File: config.mk
export PLATFORM = sky130hd
export DESIGN_NAME = uart_tx_wb
export DESIGN_NICKNAME = d
export VERILOG_FILES = /design/src/rtl/uart_tx_pkg.sv /design/src/rtl/uart_tx_wb_fifo.sv /design/src/rtl/uart_tx_wb.sv
export SDC_FILE = /design/constraint.sdc
export NUM_CORES = 1
export LEC_CHECK = 0
export ABC_AREA = 1
export CAP_MARGIN = 20
export CORE_UTILIZATION = 51
export DETAILED_ROUTE_END_ITERATION = 8
export HOLD_SLACK_MARGIN = 0.02
export PLACE_DENSITY = 0.83
export SLEW_MARGIN = 15
export SYNTH_ARGS = -nofsm -noshare
export SYNTH_HDL_FRONTEND = slang
export SYNTH_SLANG_ARGS = --single-unit
File: constraint.sdc
create_clock -name wb_clk_i -period 2.8 [get_ports wb_clk_i]
set_input_delay 0.56 -clock wb_clk_i [delete_from_list [all_inputs] [get_ports wb_clk_i]]
set_output_delay 0.56 -clock wb_clk_i [all_outputs]
set_load 0.1 [all_outputs]
File: src/rtl/uart_tx_pkg.sv
// Shared constants for the UART transmitter: register offsets, STATUS bit
// positions and the transmit FSM state encoding.
package uart_tx_pkg;

    localparam logic [1:0] REG_TXDATA  = 2'd0;
    localparam logic [1:0] REG_STATUS  = 2'd1;
    localparam logic [1:0] REG_BAUDDIV = 2'd2;
    localparam logic [1:0] REG_CTRL    = 2'd3;

    localparam int STAT_FULL      = 0;
    localparam int STAT_EMPTY     = 1;
    localparam int STAT_BUSY      = 2;
    localparam int STAT_OVR       = 3;
    localparam int STAT_COUNT_LSB = 8;

    typedef enum logic [1:0] {
        ST_IDLE  = 2'd0,
        ST_START = 2'd1,
        ST_DATA  = 2'd2,
        ST_STOP  = 2'd3
    } tx_state_e;

endpackage

File: src/rtl/uart_tx_wb_fifo.sv
// Synchronous FIFO with extra-MSB pointers; full/empty come from comparing
// the pointer MSBs. A push while full is accepted only if a pop happens in
// the same cycle, so the popped slot is reused.
module sync_fifo #(
    parameter int WIDTH = 8,
    parameter int DEPTH = 16
) (
    input  logic                     clk_i,
    input  logic                     rst_i,
    input  logic                     push_i,
    input  logic [WIDTH-1:0]         data_i,
    input  logic                     pop_i,
    output logic [WIDTH-1:0]         data_o,
    output logic                     full_o,
    output logic                     empty_o,
    output logic [$clog2(DEPTH):0]   count_o
);
    localparam int AW = $clog2(DEPTH);

    logic [WIDTH-1:0] mem [DEPTH];
    logic [AW:0]      wptr_q, wptr_d;
    logic [AW:0]      rptr_q, rptr_d;
    logic             pushOk;
    logic             popOk;

    assign full_o  = (wptr_q[AW] != rptr_q[AW]) && (wptr_q[AW-1:0] == rptr_q[AW-1:0]);
    assign empty_o = (wptr_q == rptr_q);
    assign count_o = wptr_q - rptr_q;
    assign data_o  = mem[rptr_q[AW-1:0]];

    assign pushOk = push_i && (!full_o || pop_i);
    assign popOk  = pop_i && !empty_o;
    assign wptr_d = pushOk ? wptr_q + 1'b1 : wptr_q;
    assign rptr_d = popOk  ? rptr_q + 1'b1 : rptr_q;

    // Pointer registers.
    always_ff @(posedge clk_i or posedge rst_i) begin
        if (rst_i) begin
            wptr_q <= '0;
            rptr_q <= '0;
        end else begin
            wptr_q <= wptr_d;
            rptr_q <= rptr_d;
        end
    end

    // Storage array; needs no reset because the pointers gate every read.
    always_ff @(posedge clk_i) begin
        if (pushOk) begin
            mem[wptr_q[AW-1:0]] <= data_i;
        end
    end

endmodule

File: src/rtl/uart_tx_wb.sv
// Wishbone B4 pipelined slave that serialises bytes onto an 8N1 UART line.
// Optional TX-empty interrupt and CTRL register enabled by UART_TX_IRQ_EN.
module uart_tx_wb
    import uart_tx_pkg::*;
#(
    parameter logic [31:0] BASE_ADR   = 32'h1000_8020,
    parameter int          FIFO_DEPTH = 16,
    parameter logic [15:0] RESET_DIV  = 16'd867
) (
    input  logic        wb_clk_i,
    input  logic        wb_rst_i,
    input  logic        wb_cyc_i,
    input  logic        wb_stb_i,
    input  logic        wb_we_i,
    input  logic [31:0] wb_adr_i,
    input  logic [31:0] wb_dat_i,
    input  logic [3:0]  wb_sel_i,
    output logic        wb_stall_o,
    output logic        wb_ack_o,
    output logic [31:0] wb_dat_o,
    output logic        wb_err_o,
    output logic        tx_o,
    output logic        irq_o
);
    localparam int CW = $clog2(FIFO_DEPTH) + 1;

    logic          ack_q, ack_d, err_q, err_d, ovr_q, ovr_d;
    logic [31:0]   dat_q, dat_d, rdata;
    logic [15:0]   baudDiv_q, baudDiv_d, cnt_q, cnt_d;
    logic [2:0]    bitIdx_q, bitIdx_d;
    logic [7:0]    shift_q, shift_d, fifoData;
    tx_state_e     state_q, state_d;
    logic          acc, addrOk, regWr, txWrite, txDrop, fifoPop;
    logic          fifoFull, fifoEmpty, busy;
    logic [1:0]    regOff;
    logic [CW-1:0] fifoCount;
    logic [8:0]    count9;
    logic          unusedBits;

    assign acc        = wb_cyc_i & wb_stb_i;
    assign addrOk     = (wb_adr_i[31:4] == BASE_ADR[31:4]) && (wb_adr_i[1:0] == 2'b00);
    assign regOff     = wb_adr_i[3:2];
    assign regWr      = acc & addrOk & wb_we_i;
    assign txWrite    = regWr & (regOff == REG_TXDATA) & wb_sel_i[0];
    assign txDrop     = txWrite & fifoFull & ~fifoPop;
    assign busy       = (state_q != ST_IDLE);
    assign count9     = 9'(fifoCount);
    assign unusedBits = ^{wb_dat_i[31:16], wb_sel_i[3:2]};

    sync_fifo #(.WIDTH(8), .DEPTH(FIFO_DEPTH)) u_fifo (
        .clk_i   (wb_clk_i),
        .rst_i   (wb_rst_i),
        .push_i  (txWrite),
        .data_i  (wb_dat_i[7:0]),
        .pop_i   (fifoPop),
        .data_o  (fifoData),
        .full_o  (fifoFull),
        .empty_o (fifoEmpty),
        .count_o (fifoCount)
    );

`ifdef UART_TX_IRQ_EN
    logic irqEn_q, irqEn_d, irq_q, irq_d;

    // Interrupt enable register and the registered TX-empty interrupt level.
    always_comb begin
        irqEn_d = irqEn_q;
        if (regWr && (regOff == REG_CTRL) && wb_sel_i[0]) begin
            irqEn_d = wb_dat_i[0];
        end
        irq_d = irqEn_q & fifoEmpty & ~busy & ~txWrite;
    end

    // Interrupt state registers.
    always_ff @(posedge wb_clk_i or posedge wb_rst_i) begin
        if (wb_rst_i) begin
            irqEn_q <= 1'b0;
            irq_q   <= 1'b0;
        end else begin
            irqEn_q <= irqEn_d;
            irq_q   <= irq_d;
        end
    end

    assign irq_o = irq_q;
`else
    assign irq_o = 1'b0;
`endif

    // Register read mux, evaluated in the strobe cycle and returned with ack.
    always_comb begin
        rdata = '0;
        case (regOff)
            REG_STATUS: begin
                rdata[STAT_FULL]  = fifoFull;
                rdata[STAT_EMPTY] = fifoEmpty;
                rdata[STAT_BUSY]  = busy;
                rdata[STAT_OVR]   = ovr_q;
                rdata[STAT_COUNT_LSB +: 8] = count9[7:0];
            end
            REG_BAUDDIV: rdata[15:0] = baudDiv_q;
`ifdef UART_TX_IRQ_EN
            REG_CTRL:    rdata[0] = irqEn_q;
`endif
            default:     rdata = '0;
        endcase
    end

    // Bus response and writable register next-state.
    always_comb begin
        ack_d     = acc & addrOk;
        err_d     = acc & ~addrOk;
        dat_d     = (acc & addrOk & ~wb_we_i) ? rdata : '0;
        baudDiv_d = baudDiv_q;
        ovr_d     = ovr_q;
        if (regWr && (regOff == REG_BAUDDIV)) begin
            if (wb_sel_i[0]) baudDiv_d[7:0]  = wb_dat_i[7:0];
            if (wb_sel_i[1]) baudDiv_d[15:8] = wb_dat_i[15:8];
        end
        if (txDrop) begin
            ovr_d = 1'b1;
        end else if (regWr && (regOff == REG_STATUS) && wb_sel_i[0] && wb_dat_i[STAT_OVR]) begin
            ovr_d = 1'b0;
        end
    end

    // Bus-side registers.
    always_ff @(posedge wb_clk_i or posedge wb_rst_i) begin
        if (wb_rst_i) begin
            ack_q     <= 1'b0;
            err_q     <= 1'b0;
            dat_q     <= '0;
            baudDiv_q <= RESET_DIV;
            ovr_q     <= 1'b0;
        end else begin
            ack_q     <= ack_d;
            err_q     <= err_d;
            dat_q     <= dat_d;
            baudDiv_q <= baudDiv_d;
            ovr_q     <= ovr_d;
        end
    end

    // Transmit FSM next-state: each non-idle state lasts BAUDDIV+1 clocks,
    // and the divider is reloaded only at bit boundaries.
    always_comb begin
        state_d  = state_q;
        cnt_d    = cnt_q;
        bitIdx_d = bitIdx_q;
        shift_d  = shift_q;
        fifoPop  = 1'b0;
        if (state_q == ST_IDLE) begin
            if (!fifoEmpty) begin
                fifoPop = 1'b1;
                shift_d = fifoData;
                cnt_d   = baudDiv_q;
                state_d = ST_START;
            end
        end else if (cnt_q != 16'd0) begin
            cnt_d = cnt_q - 16'd1;
        end else begin
            cnt_d = baudDiv_q;
            case (state_q)
                ST_START: state_d = ST_DATA;
                ST_DATA: begin
                    shift_d  = {1'b0, shift_q[7:1]};
                    bitIdx_d = bitIdx_q + 3'd1;
                    if (bitIdx_q == 3'd7) state_d = ST_STOP;
                end
                ST_STOP: begin
                    if (!fifoEmpty) begin
                        fifoPop = 1'b1;
                        shift_d = fifoData;
                        state_d = ST_START;
                    end else begin
                        state_d = ST_IDLE;
                    end
                end
                default: state_d = ST_IDLE;
            endcase
        end
    end

    // Transmit FSM registers.
    always_ff @(posedge wb_clk_i or posedge wb_rst_i) begin
        if (wb_rst_i) begin
            state_q  <= ST_IDLE;
            cnt_q    <= '0;
            bitIdx_q <= '0;
            shift_q  <= '0;
        end else begin
            state_q  <= state_d;
            cnt_q    <= cnt_d;
            bitIdx_q <= bitIdx_d;
            shift_q  <= shift_d;
        end
    end

    // Line level decoded from the registered state so reset forces idle-high at once.
    always_comb begin
        tx_o = 1'b1;
        case (state_q)
            ST_START: tx_o = 1'b0;
            ST_DATA:  tx_o = shift_q[0];
            default:  tx_o = 1'b1;
        endcase
    end

    assign wb_stall_o = 1'b0;
    assign wb_ack_o   = ack_q;
    assign wb_err_o   = err_q;
    assign wb_dat_o   = dat_q;

endmodule

After elaboration in Yosys (flattened, before gate mapping):

Memories as Yosys holds them, arrays and structs flattened.
Cells that the tools add are included.

* $add $sub $neg: 5
* equal/unequal tests: 13
* mux-type cells: 26
* bitwise logic cells: 14
* reduce and logical (&&, ||, !) cells: 23

Operators with widths (count)
* 2-to-1 mux 16 bit: 4
* case mux 8 bit (2 select lines): 2
* == test 28 x 25 -> 1 bit (second input constant): 1
* 2-to-1 mux 8 bit: 3
* nonzero test 16 bit: 1
* subtractor 16 x 1 -> 16 bit (second input constant): 1
* adder 5 x 1 -> 5 bit (second input constant): 2
* bitwise AND 1 bit: 9
* 2-to-1 mux 1 bit: 9
* logical AND 1 bit: 8
* 2-to-1 mux 2 bit: 4
* case mux 4 bit (2 select lines): 1
* == test 2 bit (second input constant): 3
* zero test 2 bit: 3
* case mux 2 bit (3 select lines): 1
* AND reduction 2 bit: 3
* AND reduction 3 bit: 2
* == test 5 bit: 1
* inverter 1 bit: 5
* subtractor 5 bit: 1
* == test 2 x 1 -> 1 bit (second input constant): 2
* == test 4 bit: 1
* 2-to-1 mux 4 bit: 1
* inequality test 2 bit (second input constant): 2
* 9 further kinds: 11

* bits in registers: 74
* RAM bits: 128
* input bits: 73
* output and inout bits: 37
* logic and storage cells: 94
* memories: 1

Memories
* u_fifo.mem: words 16, width 8, rd ports 1, clocked after memory_dff 0, wr ports 1, RTL line uart_tx_wb_fifo.sv:20 `logic [WIDTH-1:0] mem [DEPTH];`

Logic depth before layout (Yosys ltp):

Gate-level depths: netlist (run 1).

* word-level depth: 9
* mapped depth: 16

Modules after synthesis:

From an unflattened synthesis (run 1), not the netlist that was laid out.

* cell total of the unflattened synthesis: 1192
* area, all modules: 10486.3 um2

By module, submodules not included
* sync_fifo: instances 1, cells an instance 677, area each 6463.7 um2
* uart_tx_wb: instances 1, cells an instance 515, area each 4022.6 um2

Worst setup path after synthesis (run 1):

No wires, ideal clock.

* path type: register to output
* from: reg state_q[0]
* to: out tx_o
* data arrival time: 2810 ps
* required time: 2240 ps
* slack: -570 ps
* stages on the path, launching flop included: 4
* path through: dfrtp_1 inv_1 ha_1 o21ai_0

* longest elaborated chain between the ends: 2

RTL lines
* start: declaration: RTL line uart_tx_wb.sv:32 `tx_state_e state_q, state_d;`
* start signal: assignment: RTL line uart_tx_wb.sv:192 `state_q <= state_d;`
* == test 2 bit / == test 2 x 1 -> 1 bit (equally long branches): RTL line uart_tx_wb.sv:202 `case (state_q)`
* case mux 1 bit (2 select lines) *: RTL line uart_tx_wb.sv:202
* end: declaration: RTL line uart_tx_wb.sv:22 `output logic tx_o,`

Mark *: on every way between the ends. The rest lies on a longest branch, timed or not.

Final worst setup path (run 1):

* from: reg u_fifo.rptr_q[3]
* to: mem u_fifo.mem[3][2] (enable)

* longest elaborated chain between the ends: 9

RTL lines
* start: declaration: RTL line uart_tx_wb_fifo.sv:22 `logic [AW:0] rptr_q, rptr_d;`
* start signal: assignment: RTL line uart_tx_wb_fifo.sv:43 `rptr_q <= rptr_d;`
* == test 5 bit: RTL line uart_tx_wb_fifo.sv:27 `assign empty_o = (wptr_q == rptr_q);`
* 2-to-1 mux 1 bit: RTL line uart_tx_wb.sv:153, uart_tx_wb.sv:171
* 2-to-1 mux 1 bit: RTL line uart_tx_wb.sv:163 `case (state_q)`
* 2-to-1 mux 1 bit: RTL line uart_tx_wb.sv:159 `end else if (cnt_q != 16'd0) begin`
* 2-to-1 mux 1 bit: RTL line uart_tx_wb.sv:152 `if (state_q == ST_IDLE) begin`
* logical OR 1 bit *: RTL line uart_tx_wb_fifo.sv:31 `assign pushOk = push_i && (!full_o || pop_i);`
* logical AND 1 bit *: RTL line uart_tx_wb_fifo.sv:31
* 2-to-1 mux 1 bit *: RTL line uart_tx_wb_fifo.sv:49 `if (pushOk) begin`
* 2-to-1 mux 1 bit (implied by the code) *: RTL line uart_tx_wb_fifo.sv:50 `mem[wptr_q[AW-1:0]] <= data_i;`
* end: declaration: RTL line uart_tx_wb_fifo.sv:20

Marked as above.

==> results_dict.tcl, run 1 <==
set metrics [dict create \
    final_area_um2 11100 \
    die_w_um 138 \
    setup_viol 0 \
    track_usage_pct 23.7 \
    period_needed_ns 2.71 \
    cp_max_fo 11 \
    die_h_um 138 \
    synth_cells 957 \
    finalHoldViolations 0 \
    die_area_um2 19000 \
    drtIter0Drc 739 \
    ys_seq_area_share_pct 60.5 \
    worstSetupEndpointType "register" \
    first_pass_iters 6 \
    avgSynthCellArea_um2 9.85 \
    fin_crit_sh_pct 96.8 \
    drc 0 \
    wl_per_cell_um 17.0 \
    rrSetupSlack_ns 0.09 \
    start_kind "register" \
    path_cells "inv_2, ha_1, nand2_2, nor2_8, nand2_4, nor2_8, inv_2, nand3_4, nand2_8, nand4_1, nor2_1, buf_4" \
    drv_slew 0 \
    crit_arrival_ns 2.96 \
    final_cell_mix "nor2_1 (169), nand2_1 (161), edfxtp_1 (128)" \
    relSlewSlack_pct 44.3 \
    antenna_cells 0 \
    drive_above_1_share_pct 11.2 \
    peakVddDrop_v 0.000478 \
    min_path_type "input port to asynchronous set/reset pin" \
    area_growth_syn_to_layout_pct 18.0 \
    antenna_found_initial 0 \
    nNetsFinal 1137 \
    numCtsBuffers 20 \
    syn-cell-area_um2 9430 \
    floorplan.io_pins 110 \
    final_common_cell "nor2_1" \
    clk_path_buf_depth 3 \
    skew_ns 0.0237 \
    cts_tree "built" \
    status "completed" \
    overflow 0 \
    cts.sinks 202 \
    core_area_um2 18000 \
    max_freq_mhz 369 \
    dpl_cell_area_um2 10400 \
    grt_pass1_vias 6915 \
    yosysWarnings 0 \
    synthDistinctLibCells 42 \
    holdBufCountCts 0 \
    via_per_inst 5.57 \
    powerDensity_nw_per_um2 658 \
    num_vias 7168 \
    drtAntennaViolNets 0 \
    clock_latency_ns 0.51 \
    htree_levels 1 \
    slowest_stage "dfrtp_1" \
    tightestPinTransition_ns 0.833 \
    drt_wl_total_um 21800 \
    gp_congestion 0.868 \
    path_class "register to register" \
    initial_core_util_pct 52.3 \
    io_buffers 73 \
    grt_max_degree 68 \
    row_count 49 \
    dp_hpwl_um 14000 \
    p_leak_nw 4.58 \
    cp.required_ns 3.05 \
    max_cap_viol_count 0 \
    root_buffer "clkbuf_16" \
    clk_pin_slew_ns 0.07 \
    fill_cells 1373 \
    max_stage_delay_ns 0.41 \
    whs_ns 0.468 \
    synth_seq_cells 202 \
    grt_pass1_wl_um 34200 \
]
worst max-delay path: cells and delay by family, from the launching register on:
| kind | cells | cell delay [ns] |
|---|---|---|
| buffers and inverters | 3 | 0.39 |
| AND/OR/NAND/NOR | 8 | 1.27 |
| flip-flops | 1 | 0.41 |
| adder cells (fa/ha/maj) | 1 | 0.37 |
worst paths after layout:
path                               endpoint        startpoint  depth (start not counted)
setup / recovery           u_fifo.mem[3][2]  u_fifo.rptr_q[3]                         12
hold / removal                 baudDiv_q[7]          wb_rst_i                          2
setup reg to reg           u_fifo.mem[3][2]  u_fifo.rptr_q[3]                         12
hold reg to reg                 bitIdx_q[0]       bitIdx_q[0]                          1
max in group asynchronous      baudDiv_q[9]          wb_rst_i                          3
min in group wb_clk_i           bitIdx_q[0]       bitIdx_q[0]                          1
flip-flops by register name (all words and copies together) (netlist names):
register       count
baudDiv_q         16
ovr_q              1
bitIdx_q           3
cnt_q             16
wb_err_o           1
state_q            2
u_fifo.wptr_q      5
wb_ack_o           1
u_fifo.mem       128
shift_q            8
wb_dat_o          16
u_fifo.rptr_q      5
cell type report:
type	instances	area (um2)	share of cell area, %
Sequential cell	202	5700	51.3
Multi-Input combinational cell	629	3170	28.5
Timing Repair Buffer	102	913	8.21
Clock buffer	25	561	5.04
Inverter	88	330	2.97
Tap cell	229	287	2.58
Clock inverter	11	153	1.37
stage by stage:
step                worst slack (ns)  std cells  total power, mW  TNS, ns  util (%)
floorplan                     -0.285        974             4.21   -25.37         -
global placement              0.0999       1250             4.48        0      57.6
detailed placement            0.0618       1250             4.52        0      57.6
CTS                           0.0542       1286             7.33        0      61.6
global route                -0.00621       1286             7.59  -0.0286      61.7
finish                        0.0907       1286             7.32        0      61.7
synth_stat cells (all sizes together):
| cell | n | area share, % |
|---|---|---|
| nor2 | 177 | 7.6 |
| nand2 | 170 | 7.2 |
| edfxtp | 128 | 41 |
| o21ai | 105 | 5.6 |
| inv | 86 | 3.4 |
| dfrtp | 68 | 18 |
| nand3 | 48 | 2.8 |
| buf | 35 | 2.5 |
| clkbuf | 20 | 0.80 |
| ha | 20 | 2.7 |
| o211ai | 19 | 1.5 |
| a21oi | 14 | 0.74 |
| nor3 | 14 | 0.74 |
| xor2 | 12 | 1.1 |
| nand4 | 9 | 0.60 |
| dfstp | 6 | 1.7 |
| o22ai | 4 | 0.27 |
| o221ai | 3 | 0.28 |
| a22oi | 2 | 0.16 |
| a31oi | 2 | 0.13 |
| clkinv | 2 | 0.080 |
| mux2 | 2 | 0.24 |
| o311ai | 2 | 0.19 |
| or2 | 2 | 0.13 |
| a21boi | 1 | 0.080 |
| a221oi | 1 | 0.093 |
| a32oi | 1 | 0.093 |
| conb | 1 | 0.040 |
| fa | 1 | 0.21 |
| o31ai | 1 | 0.080 |
| xnor2 | 1 | 0.093 |
repair_timing:
action / CTS / global route
resized for setup: 0 / 4
setup buffers: 0 / 0
endpoints found under the setup margin: 0 / 112
hold endpoints to repair: 0 / 0
per-layer routing:
| metal | up-vias | routed length (um) | track usage, % |
|---|---|---|---|
| li1 | 3331 | - | - |
| met5 | - | 0 | 0 |
| met1 | 3374 | 8240 | 29.4 |
| met2 | 390 | 10900 | 41.7 |
| met4 | 0 | 939 | 9.84 |
| met3 | 73 | 1730 | 3.11 |
cell families (layout without fill, tap and decap cells):
family,after synthesis,count (layout),synth area share [%]
xor+xnor,13,13,1.21
other cells,1,18,0.0398
fa+ha+maj,21,21,2.87
buf+inv,143,226,6.80
flops,202,202,60.5
mux,2,2,0.239
compound gates,155,155,9.20
simple gates,420,420,19.2
power breakdown:
group          leakage, nW  internal, mW  total (mW)  switching, mW
clock                0.343          1.71        2.84           1.13
sequential            2.12          3.23        3.28         0.0420
combinational         2.12         0.373        1.20          0.829
total                 4.58          5.32        7.32           2.00
Note: power is estimated with default switching activity, not from simulation.
==> run 2, diff against run 1 <==
--- a/config.mk
+++ b/config.mk
@@ -7,9 +7,8 @@
 export LEC_CHECK = 0
 export ABC_AREA = 1
-export CAP_MARGIN = 20
 export CORE_UTILIZATION = 51
 export DETAILED_ROUTE_END_ITERATION = 8
 export HOLD_SLACK_MARGIN = 0.02
-export PLACE_DENSITY = 0.83
+export PLACE_DENSITY_LB_ADDON = 0.25
 export SLEW_MARGIN = 15
 export SYNTH_ARGS = -nofsm -noshare
==> constraint.sdc (replaced) <==
create_clock -name wb_clk_i -period 2.8 [get_ports wb_clk_i]
set_input_delay 0.28 -clock wb_clk_i [delete_from_list [all_inputs] [get_ports wb_clk_i]]
set_output_delay 0.28 -clock wb_clk_i [all_outputs]
set_load 0.1 [all_outputs]
==> run 2 against run 1 <==
Sequential power is essentially flat. Global-route usage fell by 0.57 points. Maximum frequency up 5.2%. Largest cell class unchanged. Largest power group unchanged.
==> results_dict.tcl, run 2 (synthesis gave the netlist of run 1 again) <==
set metrics [dict create \
    gp_congestion 0.846 \
    wl_per_cell_um 16.3 \
    io_buffers 73 \
    drive_above_1_share_pct 10.6 \
    grt_pass1_vias 6623 \
    final_cell_mix "nor2_1 (169), nand2_1 (162), edfxtp_1 (128)" \
    period_needed_ns 2.58 \
    clock_latency_ns 0.50 \
    clk_path_buf_depth 3 \
    place_inst 1248 \
    row_count 49 \
    post_cts_buffers 0 \
    drc 0 \
    first_pass_iters 5 \
    setup_viol 0 \
    fin_crit_sh_pct 92.0 \
    core_area_um2 18000 \
    peakVddDrop_v 0.000412 \
    antenna_found_initial 0 \
    min_path_type "input port to asynchronous set/reset pin" \
    htree_levels 1 \
    slowest_stage "dfrtp_1" \
    finalHoldViolations 0 \
    dp_hpwl_um 13700 \
    cp.required_ns 3.00 \
    cpMostUsedCell "nand2_4" \
    crit_family "simple AND/OR/NAND/NOR gates" \
    start_kind "register" \
    r2r-start "u_fifo.rptr_q[3]" \
    die_w_um 138 \
    grt_pass1_wl_um 33500 \
    rsz0062_at_grt "no" \
    numCtsBuffers 22 \
    worstSetupEndpointType "register" \
    crit_path_start "u_fifo.rptr_q[3]" \
    final_common_cell "nor2_1" \
    via_per_inst 5.30 \
    status "completed" \
    grt_max_degree 75 \
    tightestPinTransition_ns 0.790 \
    drtAntennaViolNets 0 \
    max_freq_mhz 388 \
    cts_tree "built" \
    largest_reg_flops 128 \
    nNetsFinal 1137 \
    fin_util_pct 61.7 \
    cp_max_fo 14 \
    powerDensity_nw_per_um2 664 \
    clk_pin_slew_ns 0.06 \
    relSlewSlack_pct 47.1 \
    root_buffer "clkbuf_16" \
    cp_num_buf_inv 3 \
    drtIter0Drc 458 \
    track_usage_pct 23.1 \
    whs_ns 0.168 \
    drv_slew 0 \
    p_leak_nw 4.58 \
    fin_cells 1288 \
    max_stage_delay_ns 0.41 \
    cts_resized 0 \
    path_cells "inv_2, ha_1, nand2_2, nor2_8, nand2_4, nor2_8, inv_2, nand3_4, nand2_4, nand2_4, nor3_1, buf_4" \
    max_cap_viol_count 0 \
    initial_core_util_pct 52.3 \
    skew_ns 0.0101 \
    cts.sinks 202 \
    area_growth_syn_to_layout_pct 18.0 \
    die_h_um 138 \
    die_area_um2 19000 \
    floorplan.io_pins 110 \
    path_class "register to register" \
    antenna_cells 0 \
    crit_arrival_ns 2.77 \
    num_vias 6826 \
    drt_wl_total_um 21000 \
    holdBufCountCts 0 \
    overflow 0 \
]
[run 2: power by group]
part / leakage [nW] / switching (mW) / internal (mW)
sequential: 2.12 / 0.0408 / 3.24
clock: 0.352 / 1.15 / 1.77
combinational: 2.11 / 0.805 / 0.387
[run 2: cell type report]
type | instances | area [um2]
fillers | 1482 | 6900
flip-flops and latches | 202 | 5700
multi-input cells | 629 | 3150
repair buffers | 100 | 923
clock buffers | 26 | 587
inverters | 88 | 332
well taps | 229 | 287
clock inverters | 14 | 143
[run 2: metrics by stage]
stage | TNS [ns] | power, mW | instance area [um2] | worst slack, ns
3_3_place_gp | 0 | 4.51 | 10400 | 0.235
5_1_grt | 0 | 7.67 | 11100 | 0.00485
6_report | 0 | 7.39 | 11100 | 0.225
2_1_floorplan | -25.37 | 4.21 | 9490 | -0.285
3_5_place_dp | 0 | 4.54 | 10400 | 0.215
4_1_cts | 0 | 7.43 | 11100 | 0.204
[run 2: worst register-to-register path: stages, from the launching register on]
cell and delay (ns):
dfrtp_1 0.41, inv_2 0.18, ha_1 0.31, nand2_2 0.14
nor2_8 0.08, nand2_4 0.19, nor2_8 0.08, inv_2 0.10
nand3_4 0.12, nand2_4 0.15, nand2_4 0.13, nor3_1 0.18
buf_4 0.22
[run 2: worst paths after layout]
| kind | end | slack (ns) | cells after the start |
|---|---|---|---|
| hold reg to reg | bitIdx_q[0] | 0.48 | 1 |
| min in group wb_clk_i | baudDiv_q[9] | 0.32 | 3 |
| max in group asynchronous | baudDiv_q[0] | 2.24 | 3 |
| setup / recovery | u_fifo.mem[1][7] | 0.22 | 12 |
| hold / removal | shift_q[2] | 0.17 | 3 |
| setup reg to reg | u_fifo.mem[1][7] | 0.22 | 12 |
[run 2: metal layers]
layer,track usage (%),vias up,wire length [um]
met1,31.0,3212,9210
met5,0,-,0
met3,3.40,40,1200
li1,-,3340,-
met2,38.7,234,9960
met4,7.61,0,605
==> run 3, diff against run 2 <==
- CELL_PAD_IN_SITES_DETAIL_PLACEMENT: unset -> 1
- CELL_PAD_IN_SITES_GLOBAL_PLACEMENT: unset -> 1
- CORE_UTILIZATION: 51 -> 39
- clock period: 2.8 -> 2.09 ns (I/O delays scaled with it)
==> run 3 against run 2 <==
First-iteration DRC count is 9.0% lower. Critical endpoint is now u_fifo.mem[11][6]. Setup slack worse by 0.29 ns. Sequential cell count stayed put. Sequential power is 34% higher. Non-clock buffer count is 83 higher. Hold slack better by 0.051 ns. Via count is 9.6% higher. Register-to-register slack worse by 0.29 ns. Die area is 30% higher. Sequential share of layout area is 5.2 points lower. Combinational power is 73% higher. The run now ends with setup timing left. Clock-buffer cell count is 12 higher. Highest routed layer unchanged.
==> results_dict.tcl, run 3 (synthesis gave the netlist of run 1 again) <==
set metrics [dict create \
    cts_tree "built" \
    final_common_cell "nand2_1" \
    clock_latency_ns 0.53 \
    finalWorstSetupSlack_ns -0.0618 \
    final_cell_mix "nand2_1 (161), nor2_1 (160), edfxtp_1 (128)" \
    fin_crit_sh_pct 103 \
    relSlewSlack_pct 51.5 \
    antenna_found_initial 0 \
    min_path_type "input port to register" \
    grt_pass1_wl_um 41800 \
    die_w_um 157 \
    row_count 56 \
    place_inst 1404 \
    start_kind "register" \
    io_buffers 73 \
    path_class "register to register" \
    max_cap_viol_count 0 \
    via_per_inst 5.11 \
    dp_hpwl_um 18100 \
    place_ws_ns -0.183 \
    area_growth_syn_to_layout_pct 31.4 \
    power.total_mw 10.3 \
    period_needed_ns 2.15 \
    rrSetupSlack_ns -0.06 \
    floorplan.io_pins 110 \
    num_vias 7478 \
    overflow 0 \
    p_leak_nw 5.18 \
    grt_pass1_vias 7781 \
    peakVddDrop_v 0.000685 \
    cts.sinks 202 \
    nNetsFinal 1221 \
    htree_levels 1 \
    clk_pin_slew_ns 0.06 \
    grt_max_degree 49 \
    crit_arrival_ns 2.35 \
    clk_path_buf_depth 3 \
    drive_above_1_share_pct 20.5 \
    die_h_um 157 \
    drc 0 \
    cp_max_fo 8 \
    die_area_um2 24800 \
    fill_cells 2598 \
    finalHoldViolations 0 \
    root_buffer "clkbuf_16" \
    setup_viol 42 \
    track_usage_pct 22.3 \
    skew_ns 0.0221 \
    worstSetupEndpointType "register" \
    drv_slew 0 \
    tightestPinTransition_ns 0.726 \
    violations "setup timing" \
    cp.required_ns 2.29 \
    whs_ns 0.218 \
    rsz0062_at_grt "yes" \
    first_pass_iters 4 \
    tns_ns -0.960 \
    numCtsBuffers 23 \
    drtAntennaViolNets 0 \
    initial_core_util_pct 39.9 \
    antenna_cells 0 \
    drtIter0Drc 417 \
    fin_cells 1463 \
    largest_reg_flops 128 \
    core_area_um2 23600 \
    gp_congestion 0.809 \
    status "finished, violations left" \
    powerDensity_nw_per_um2 834 \
    wl_per_cell_um 18.6 \
    drt_wl_total_um 27100 \
    max_freq_mhz 465 \
]
[run 3: area by class of cell]
type	instances	area [um2]	share of cell area [%]
Clock inverter	4	25.0	0.202
Inverter	88	342	2.76
Clock buffer	38	702	5.67
Sequential cell	202	5700	46.0
Multi-Input combinational cell	629	3430	27.7
Timing Repair Buffer	183	1780	14.4
Tap cell	319	399	3.22
[run 3: worst max-delay path, stage by stage, from the launching register on]
cell	delay [ns]
dfrtp_1	0.43
ha_4	0.28
nand2_4	0.09
nor2_8	0.05
nand2_8	0.08
nand2_4	0.06
nand2_4	0.07
nand3_4	0.09
nand2_4	0.11
nand4_1	0.14
buf_6	0.17
nor2_4	0.25
[run 3: final timing paths]
path,from,end,cells after the start
max in group asynchronous,wb_rst_i,wb_dat_o[11],4
worst max register to register,u_fifo.wptr_q[1],u_fifo.mem[11][6],11
worst max-delay path,u_fifo.wptr_q[1],u_fifo.mem[11][6],11
worst min-delay path,wb_dat_i[8],baudDiv_q[8],3
min in group asynchronous,wb_rst_i,bitIdx_q[0],3
worst min register to register,bitIdx_q[0],bitIdx_q[0],1
[run 3: repair_timing]
item	in CTS	in global routing
pin swaps	4	13
gates cloned	0	2
buffers inserted	7	7
setup endpoints to repair	138	144
gates resized for setup	20	27
hold buffers	1	0
hold endpoints to repair	14	0
[run 3: routing by layer]
layer	up-vias	share of wire, %	GRT usage [%]
met5	-	0	0
met4	0	2.1	6.33
li1	3513	-	-
met2	193	50	39.0
met1	3726	43	28.4
met3	46	5.0	3.50
[run 3: per-stage QoR]
stage | util, % | instance area (um2)
detailed placement | 48.0 | 11300
global route | 52.5 | 12400
global placement | 48.0 | 11300
floorplan | - | 9700
finish | 52.5 | 12400
CTS | 51.7 | 12200
[run 3: where the power goes]
part           leakage (nW)  switching [mW]  internal (mW)
combinational          2.70            1.26          0.797
clock                 0.360            1.61           2.28
sequential             2.12          0.0538           4.33
